$ cat config.mk
export PLATFORM = sky130hd
export DESIGN_NAME = sport0_abuf_ctl
export DESIGN_NICKNAME = d
export VERILOG_FILES = /design/src/rtl/sport0_abuf_ctl.sv
export SDC_FILE = /design/constraint.sdc
export NUM_CORES = 1
export LEC_CHECK = 0
export ABC_CLOCK_PERIOD_IN_PS = 4250
export BUFFER_PORTS_ARGS = -buffer_cell sky130_fd_sc_hd__buf_4
export CORE_ASPECT_RATIO = 1.5
export CORE_UTILIZATION = 40
export CTS_CLUSTER_SIZE = 24
export DETAILED_ROUTE_END_ITERATION = 6
export PLACE_DENSITY = 0.61
export SLEW_MARGIN = 40
export SYNTH_ARGS = -nofsm -noshare
export SYNTH_HDL_FRONTEND = slang
export SYNTH_SLANG_ARGS = --single-unit
$ cat constraint.sdc
create_clock -name DSPCLK -period 4.25 [get_ports DSPCLK]
set_input_delay 0.2125 -clock DSPCLK [delete_from_list [all_inputs] [get_ports DSPCLK]]
set_output_delay 0.2125 -clock DSPCLK [all_outputs]
set_load 0.01 [all_outputs]
$ cat src/rtl/sport0_abuf_ctl.sv
// sport0_abuf_ctl: SPORT0 autobuffer controller. Moves RX/TX words between SPORT0 and a
// shared memory port using per-direction circular pointers, RX-priority arbitration.
`default_nettype none

module sport0_abuf_ctl #(
  parameter int AW = 14,
  parameter int DW = 16
) (
  input  logic          DSPCLK,
  input  logic          RST_,
  input  logic          ABUF_EN,
  input  logic          RX_REQ,
  input  logic [DW-1:0] RX_DATA,
  input  logic          TX_REQ,
  input  logic [AW-1:0] RX_BASE,
  input  logic [AW-1:0] TX_BASE,
  input  logic [AW-1:0] RX_LEN,
  input  logic [AW-1:0] TX_LEN,
  input  logic [AW-1:0] RX_STEP,
  input  logic [AW-1:0] TX_STEP,
  output logic          MEM_REQ,
  output logic          MEM_WR,
  output logic [AW-1:0] MEM_ADDR,
  output logic [DW-1:0] MEM_WDATA,
  input  logic          MEM_GNT,
  input  logic [DW-1:0] MEM_RDATA,
  output logic [DW-1:0] TX_DATA,
  output logic          TX_LD,
  output logic          RX_IRQ,
  output logic          TX_IRQ,
  output logic          RX_OVF,
  output logic          TX_UNF
);

  typedef enum logic [1:0] {
    IDLE   = 2'd0,
    RX_ACC = 2'd1,
    TX_ACC = 2'd2,
    TX_RD  = 2'd3
  } state_t;

  state_t r_state, w_state_nxt;

  logic          r_en_d;
  logic [AW-1:0] r_rx_base, r_tx_base, r_rx_len, r_tx_len, r_rx_step, r_tx_step;
  logic [AW-1:0] r_rx_off, r_tx_off;
  logic [DW-1:0] r_rx_hold;
  logic          r_rx_pend, r_tx_pend;

  logic          w_en_rise;
  logic          w_start_rx, w_start_tx, w_rx_adv, w_tx_adv, w_tx_ld;
  logic [AW:0]   w_rx_a, w_tx_a;

  // Returns {wrapped, next_offset}; relies on STEP <= LEN so one subtraction suffices.
  function automatic logic [AW:0] f_adv(input logic [AW-1:0] off,
                                        input logic [AW-1:0] step,
                                        input logic [AW-1:0] len);
    logic [AW:0]   n;
    logic [AW-1:0] d;
    n = {1'b0, off} + {1'b0, step};
    d = n[AW-1:0] - len;
    if (len == '0)
      f_adv = {1'b0, n[AW-1:0]};
    else if (n >= {1'b0, len})
      f_adv = {1'b1, d};
    else
      f_adv = {1'b0, n[AW-1:0]};
  endfunction

  assign w_en_rise = ABUF_EN & ~r_en_d;
  assign w_rx_a    = f_adv(r_rx_off, r_rx_step, r_rx_len);
  assign w_tx_a    = f_adv(r_tx_off, r_tx_step, r_tx_len);
  assign MEM_WDATA = r_rx_hold;

  always_ff @(posedge DSPCLK or negedge RST_) begin
    if (!RST_) r_state <= IDLE;
    else       r_state <= w_state_nxt;
  end

  always_comb begin
    w_state_nxt = r_state;
    w_start_rx  = 1'b0;
    w_start_tx  = 1'b0;
    w_rx_adv    = 1'b0;
    w_tx_adv    = 1'b0;
    w_tx_ld     = 1'b0;
    case (r_state)
      IDLE: begin
        if (ABUF_EN && r_rx_pend) begin
          w_state_nxt = RX_ACC;
          w_start_rx  = 1'b1;
        end else if (ABUF_EN && r_tx_pend) begin
          w_state_nxt = TX_ACC;
          w_start_tx  = 1'b1;
        end
      end
      RX_ACC: if (MEM_GNT) begin
        w_state_nxt = IDLE;
        w_rx_adv    = 1'b1;
      end
      TX_ACC: if (MEM_GNT) begin
        w_state_nxt = TX_RD;
        w_tx_adv    = 1'b1;
      end
      TX_RD: begin
        w_state_nxt = IDLE;
        w_tx_ld     = 1'b1;
      end
      default: w_state_nxt = IDLE;
    endcase
  end

  always_ff @(posedge DSPCLK or negedge RST_) begin
    if (!RST_) begin
      r_en_d    <= 1'b0;
      r_rx_base <= '0;
      r_tx_base <= '0;
      r_rx_len  <= '0;
      r_tx_len  <= '0;
      r_rx_step <= '0;
      r_tx_step <= '0;
      r_rx_off  <= '0;
      r_tx_off  <= '0;
      r_rx_hold <= '0;
      r_rx_pend <= 1'b0;
      r_tx_pend <= 1'b0;
      RX_OVF    <= 1'b0;
      TX_UNF    <= 1'b0;
      RX_IRQ    <= 1'b0;
      TX_IRQ    <= 1'b0;
      MEM_REQ   <= 1'b0;
      MEM_WR    <= 1'b0;
      MEM_ADDR  <= '0;
      TX_DATA   <= '0;
      TX_LD     <= 1'b0;
    end else begin
      r_en_d <= ABUF_EN;
      if (w_en_rise) begin
        r_rx_base <= RX_BASE;
        r_tx_base <= TX_BASE;
        r_rx_len  <= RX_LEN;
        r_tx_len  <= TX_LEN;
        r_rx_step <= RX_STEP;
        r_tx_step <= TX_STEP;
        r_rx_off  <= '0;
        r_tx_off  <= '0;
      end else begin
        if (w_rx_adv) r_rx_off <= w_rx_a[AW-1:0];
        if (w_tx_adv) r_tx_off <= w_tx_a[AW-1:0];
      end
      RX_IRQ <= w_rx_adv & w_rx_a[AW];
      TX_IRQ <= w_tx_adv & w_tx_a[AW];

      if (RX_REQ) r_rx_hold <= RX_DATA;
      // Once idle with the block disabled, queued requests are discarded.
      if (!ABUF_EN && r_state == IDLE) begin
        r_rx_pend <= 1'b0;
        r_tx_pend <= 1'b0;
      end else begin
        if (RX_REQ)        r_rx_pend <= 1'b1;
        else if (w_rx_adv) r_rx_pend <= 1'b0;
        if (TX_REQ)        r_tx_pend <= 1'b1;
        else if (w_tx_adv) r_tx_pend <= 1'b0;
      end

      if (!ABUF_EN) begin
        RX_OVF <= 1'b0;
        TX_UNF <= 1'b0;
      end else begin
        if (RX_REQ && r_rx_pend) RX_OVF <= 1'b1;
        if (TX_REQ && r_tx_pend) TX_UNF <= 1'b1;
      end

      if (w_start_rx) begin
        MEM_REQ  <= 1'b1;
        MEM_WR   <= 1'b1;
        MEM_ADDR <= r_rx_base + r_rx_off;
      end else if (w_start_tx) begin
        MEM_REQ  <= 1'b1;
        MEM_WR   <= 1'b0;
        MEM_ADDR <= r_tx_base + r_tx_off;
      end else if (w_rx_adv || w_tx_adv) begin
        MEM_REQ <= 1'b0;
        MEM_WR  <= 1'b0;
      end

      TX_LD <= w_tx_ld;
      if (w_tx_ld) TX_DATA <= MEM_RDATA;
    end
  end

endmodule

`default_nettype wire

Word-level counts from Yosys, hierarchy flattened
Cells that the tools add are included.
- logic and storage cells: 98
- output and inout port bits: 53
- register bits after elaboration: 170
- input bits: 122
- reduce and logical (&&, ||, !) cells: 17
- $lt $le $gt $ge: 2
- muxes and demuxes: 39
- equal/unequal tests: 8
- bitwise operators: 4
- add/subtract/negate cells: 6
- operators by type and width (kind ; number):
    14-bit two-way mux ; 6
    15-bit two-way mux ; 4
    14-bit by 14-bit adder with 15-bit output ; 2
    15-bit by 14-bit >= comparator with 1-bit output ; 2
    14-bit adder ; 2
    14-bit logical NOT ; 2
    14-bit subtractor ; 2
    1-bit two-way mux ; 24
    3-bit nonzero test ; 3
    2-bit two-way mux ; 4
    2-bit one-hot mux with 4 select lines ; 1
    2-bit nonzero test ; 3
    1-bit logical AND ; 5
    2-bit equality test (second input constant) ; 2
    2-bit by 1-bit inequality test with 1-bit output (second input constant) ; 2
    2-bit inequality test (second input constant) ; 2
    1-bit bitwise AND ; 3
    3-bit inequality test (second input constant) ; 1
    3-bit AND reduction ; 1
    2-bit by 1-bit equality test with 1-bit output (second input constant) ; 1
    2-bit logical NOT ; 1
    1-bit logical NOT ; 1
    1-bit logical OR ; 1
    1-bit inverter ; 1

Longest topological paths before layout
- depth after elaboration: 6
- depth in mapped cells: 19
- mapped depth without buffers: 18

Worst setup path before layout
No wires, ideal clock.
- kind: reg-to-reg
- start point: register r_rx_off[0]
- end point: register r_rx_off[12]
- required time: 4.156 ns
- setup slack: 0.175 ns
- clock period less this slack: 4.075 ns
- path buffers: 1
- data arrival time: 3.981 ns
- setup time: 0.094 ns
- cell stages (with the launch flop): 18
- path through: dfrtp_1 > ha_1 > inv_1 > fa_1 > nor2b_1 > o31a_1 > o41a_1 > a21o_1 > o41ai_1 > xnor2_1 > ha_1 > a21o_1 > a2111oi_0 > o41ai_2 > o21a_2 > buf_12 > mux2i_1 > a211oi_1
- cells in the longest elaborated chain, start to end: 6
- elaborated cells on any way between the ends: 7
- classes of those cells: add/sub (2); order compare (1); mux (4)
- RTL lines (item ; line ; source):
    start, declared ; 46 ; logic [AW-1:0] r_rx_off, r_tx_off;
    start signal, assigned ; 148 ; if (w_rx_adv) r_rx_off <= w_rx_a[AW-1:0];
    14-bit by 14-bit adder with 15-bit output * ; 60 ; n = {1'b0, off} + {1'b0, step};
    14-bit subtractor / 15-bit by 14-bit >= comparator with 1-bit output (equally long branches) ; 61, 64 ;
    15-bit two-way mux ; 64 ; else if (n >= {1'b0, len})
    15-bit two-way mux * ; 62 ; if (len == '0)
    14-bit two-way mux * ; 148 ;
    14-bit two-way mux * ; 138 ; if (w_en_rise) begin
Mark *: on every way between the ends. The rest lies on a longest branch, timed or not. The select of a mux whose other input is x is not followed.
A chain may end at the register's enable or synchronous reset.

Final worst setup path
- start point: register r_tx_step[1]
- end point: register r_tx_off[8]
- cells in the longest elaborated chain, start to end: 6
- elaborated cells on any way between the ends: 7
- classes of those cells: add/sub (2); order compare (1); mux (4)
- RTL lines (item ; line ; source):
    start, declared ; 45 ; logic [AW-1:0] r_rx_base, r_tx_base, r_rx_len, r_tx_len, r_rx_step, r_tx_step;
    start signal, assigned ; 121 ; r_tx_step <= '0;
    start signal, assigned ; 144 ; r_tx_step <= TX_STEP;
    14-bit by 14-bit adder with 15-bit output * ; 60 ;
    14-bit subtractor / 15-bit by 14-bit >= comparator with 1-bit output (equally long branches) ; 61, 64 ;
    15-bit two-way mux ; 64 ;
    15-bit two-way mux * ; 62 ;
    14-bit two-way mux * ; 149 ; if (w_tx_adv) r_tx_off <= w_tx_a[AW-1:0];
    14-bit two-way mux * ; 138 ;
    end signal, assigned ; 149 ;
    end, declared ; 46 ;
Marks and branches as above.

==> run metrics <==
violation count after the first detailed-routing iteration around 440; final count of negative-setup-slack endpoints 0; via count of the first global-routing pass ~9500; ratio of cells with drive above 1 in the final layout 20.5%; area delta synth->final 35.5%; pin count of the biggest net entering global routing ~110; net count of the mapped netlist 1347; number of enable-type register cells in the synthesized netlist 0; wirelength, routed 30.3 mm; Yosys top cell area share 41.1%; Hold Path Origin RX_STEP[1]; number of stages on the worst setup path 17; reg-to-reg slack, setup 0.16 ns; instance area at placement 12200 µm²; CTS Root Buffer Type sky130_fd_sc_hd__clkbuf_16; weighted congestion reported at the end of routability-driven placement 0.858; number of pins exceeding their max-slew limit in the final report 0; Detail Route Antenna Nets 0; clk buf depth 2; flops & latches, synth 170; grt met3 use roughly 3.3%; Synth Cell Area 10300 µm²; fill cell instance count of the final layout 2293; power density over cell area 721 nW/µm²; async set-or-reset flop fraction in the synthesized netlist 100%; kind of start point of the critical path flip-flop; post-detailed-route DRC marker count 0; average routed wire per standard cell 17.0 µm; Max Freq 245 MHz; run status completed; Hold WS ~0.016 ns; detailed-route via count about 9000; Cell Rows 71; clock buffer count from CTS 17; met2 track demand over resource in global routing 44.5%; post-route insts no fill 1780; CP Class reg2reg; clock insertion delay at the later pin of the skew report 0.44 ns; cell count after placement 1627; Cell Chain, Critical Path ha_1 -> a211oi_2 -> o21bai_2 -> a31o_2 -> a2111oi_2 -> nor3_1 -> xor2_1 -> ha_1 -> nand2_1 -> nor4_2 -> a21boi_1 -> or3_1 -> o2bb2ai_2 -> a21boi_2 -> buf_12 -> mux2i_2 -> a211oi_2; crit path max-delay cell type sky130_fd_sc_hd__dfrtp_1; worst vdd rail ir drop 0.000367 V; Worst Path Buf+Inv 1; number of search-and-repair iterations in the first detailed-routing pass 5; global-route congestion overflow total 0; number of library cell types mapped by synthesis 61; half-perimeter wire length of the detailed placement result 22.0 mm; Core Area 25200 µm²; CTS tree yes; CP Max Fanout 14; most area-consuming cells after synthesis sky130_fd_sc_hd__dfrtp_1 41%, sky130_fd_sc_hd__ha_1 9.9%, sky130_fd_sc_hd__nand2_1 8.9%; number of antenna violations at the first check in global routing 1; leakage power total 6.71 nW; RSZ-0062 raised after global routing yes; area of all placed cells without fillers about 14000 µm²; GRT Total Usage 23.5%; die outline width 133 µm; # IOs 175; data arrival time at the worst-slack endpoint 4.45 ns; busiest grt layer met2; Layout Skew 0.00745 ns; critical path launch point r_tx_step[1]; nets between 1500 and 2000; MaxCap Viol Count 0; warning count from the yosys run 0; starting density of the core between 40% and 50%; nature of the critical path endpoint flip-flop; worst setup path endpoint r_tx_off[8]; first-pass GRT wire length 47.8 mm; Clock Sinks 170; post-synthesis cell count 1137; clock-pin slew reported for the worst setup and hold paths after clock tree synthesis around 0.070 ns; Sum Neg Setup Slack 0 ns; transition at the pin with the smallest max-transition slack 0.868 ns; relative slew slack 41.6%; category of cells accounting for the largest share of critical-path delay compound AO/OA/AOI/OAI gates; worst r2r src r_tx_step[1]; kind of path behind the tightest hold check in2reg; length in cells of the worst reg-to-reg path 17; register area share after synthesis about two fifths; portion of the clock cycle consumed by the worst path in the final layout 96.1%; die height 199 µm; Port-buffer cells 174; Global Route met1 Usage between 20 and 25%; average cell area after synthesis ~9.1 µm²; post-synthesis cell type with the largest combined area sky130_fd_sc_hd__dfrtp_1; hold path depth 3; number of diodes 0; final number of hold-violating endpoints 0; Crit path required time 4.62 ns; Min Clock Period, post-route 4.09 ns; H-tree levels 4; most common flop cell mapped by yosys sky130_fd_sc_hd__dfrtp_1; Via-to-Cell Ratio 5.19; Total Die Area 26500 µm²; CP peak stage delay 0.39 ns; Critical R2R Capture r_tx_off[8]; share of the core filled with cells in the final layout a little under three fifths
layout by cell type, fill, tap and decap left out, drive strengths merged, types with 8 or more instances in the layout:
master	count
nand2	245
buf	206
dfrtp	170
dlygate4sd3	115
o21ai	84
ha	82
a21oi	66
nor2	64
inv	59
xnor2	44
mux2	33
mux2i	22
a211oi	21
xor2	20
clkbuf	18
a21o	16
nor2b	16
nand3	14
nor3	14
o21a	14
o211ai	10
nand2b	10
nor4	8
sequential cells by signal, indices dropped and copies added, names as in the netlist, 14 cells and up:
register and count:
r_rx_off 14, TX_DATA 16, MEM_ADDR 14, r_tx_off 14, r_tx_len 14, r_tx_step 14, r_rx_len 14, MEM_WDATA 16
r_tx_base 14, r_rx_step 14, r_rx_base 14
cell type report:
cell class | instances | area [µm²] | area share, %
clock buffer | 18 | 429 | 3.06
timing repair buffer | 321 | 2740 | 19.5
sequential | 170 | 4250 | 30.3
inverter | 53 | 199 | 1.42
clock inverter | 13 | 113 | 0.803
tap | 328 | 410 | 2.93
multi-input combinational | 877 | 5880 | 41.9
routing by layer:
metal | up-vias | share of wire [%]
li1 | 4599 | -
met1 | 4384 | 39
met2 | 182 | 55
met3 | 72 | 2.2
met4 | 0 | 4.6
met5 | - | 0
metrics by stage:
step / power [mW] / setup WS (ns)
CTS: 9.92 / -0.0239
global placement: 8.20 / 0.0247
global route: 10.8 / -0.0466
finish: 10.1 / 0.165
floorplan: 6.39 / 0.175
detailed placement: 8.28 / -0.0824
logic make-up after synthesis:
logic type,after synthesis,share of synthesized area (%)
and+or+nand+nor,398,16.4
AOI/OAI and AO/OA,271,16.7
DFF,170,41.1
buffers and inverters,91,3.53
adders and majority gates,88,11.1
xor gates and xnor gates,64,5.42
muxes,55,5.72
worst min-delay path by stage:
stage,end,slack (ns)
floorplan,MEM_ADDR[0],-0.08
global placement,MEM_WDATA[11],0.24
detailed placement,MEM_WDATA[11],0.23
CTS,r_tx_step[1],0.003
global route,r_tx_step[1],0.006
finish,r_rx_step[1],0.02
worst register-to-register path: stages, from the launching register on:
cell and delay [ns]:
sky130_fd_sc_hd__dfrtp_1 0.39, sky130_fd_sc_hd__ha_1 0.32, sky130_fd_sc_hd__a211oi_2 0.24, sky130_fd_sc_hd__o21bai_2 0.13
sky130_fd_sc_hd__a31o_2 0.29, sky130_fd_sc_hd__a2111oi_2 0.36, sky130_fd_sc_hd__nor3_1 0.11, sky130_fd_sc_hd__xor2_1 0.29
sky130_fd_sc_hd__ha_1 0.32, sky130_fd_sc_hd__nand2_1 0.13, sky130_fd_sc_hd__nor4_2 0.06, sky130_fd_sc_hd__a21boi_1 0.13
sky130_fd_sc_hd__or3_1 0.39, sky130_fd_sc_hd__o2bb2ai_2 0.18, sky130_fd_sc_hd__a21boi_2 0.11, sky130_fd_sc_hd__buf_12 0.16
sky130_fd_sc_hd__mux2i_2 0.17, sky130_fd_sc_hd__a211oi_2 0.22
Yosys cell counts, types with 16 or more instances:
cell type                  count
sky130_fd_sc_hd__a211oi_1     21
sky130_fd_sc_hd__nor2_1       64
sky130_fd_sc_hd__a21o_1       16
sky130_fd_sc_hd__nor2b_1      16
sky130_fd_sc_hd__o21ai_0      81
sky130_fd_sc_hd__xor2_1       20
sky130_fd_sc_hd__a21oi_1      65
sky130_fd_sc_hd__mux2i_1      22
sky130_fd_sc_hd__ha_1         82
sky130_fd_sc_hd__mux2_2       33
sky130_fd_sc_hd__dfrtp_1     170
sky130_fd_sc_hd__inv_1        53
sky130_fd_sc_hd__nand2_1     245
sky130_fd_sc_hd__xnor2_1      44
sky130_fd_sc_hd__clkbuf_1     36
timing repair:
action | CTS | global route
hold buffers | 115 | 0
setup endpoints to repair | 16 | 29
setup buffers | 0 | 6
pin swaps | 1 | 10
endpoints found under the hold margin | 174 | 0
gates resized for setup | 4 | 22
cloned | 0 | 1
report_power, final:
| group | switching [mW] | internal (mW) | leakage, nW |
|---|---|---|---|
| Clock | 0.723 | 0.760 | 0.256 |
| Sequential | 0.348 | 2.03 | 2.10 |
| Combinational | 3.42 | 2.83 | 4.35 |
Note: power is estimated with default switching activity, not from simulation.
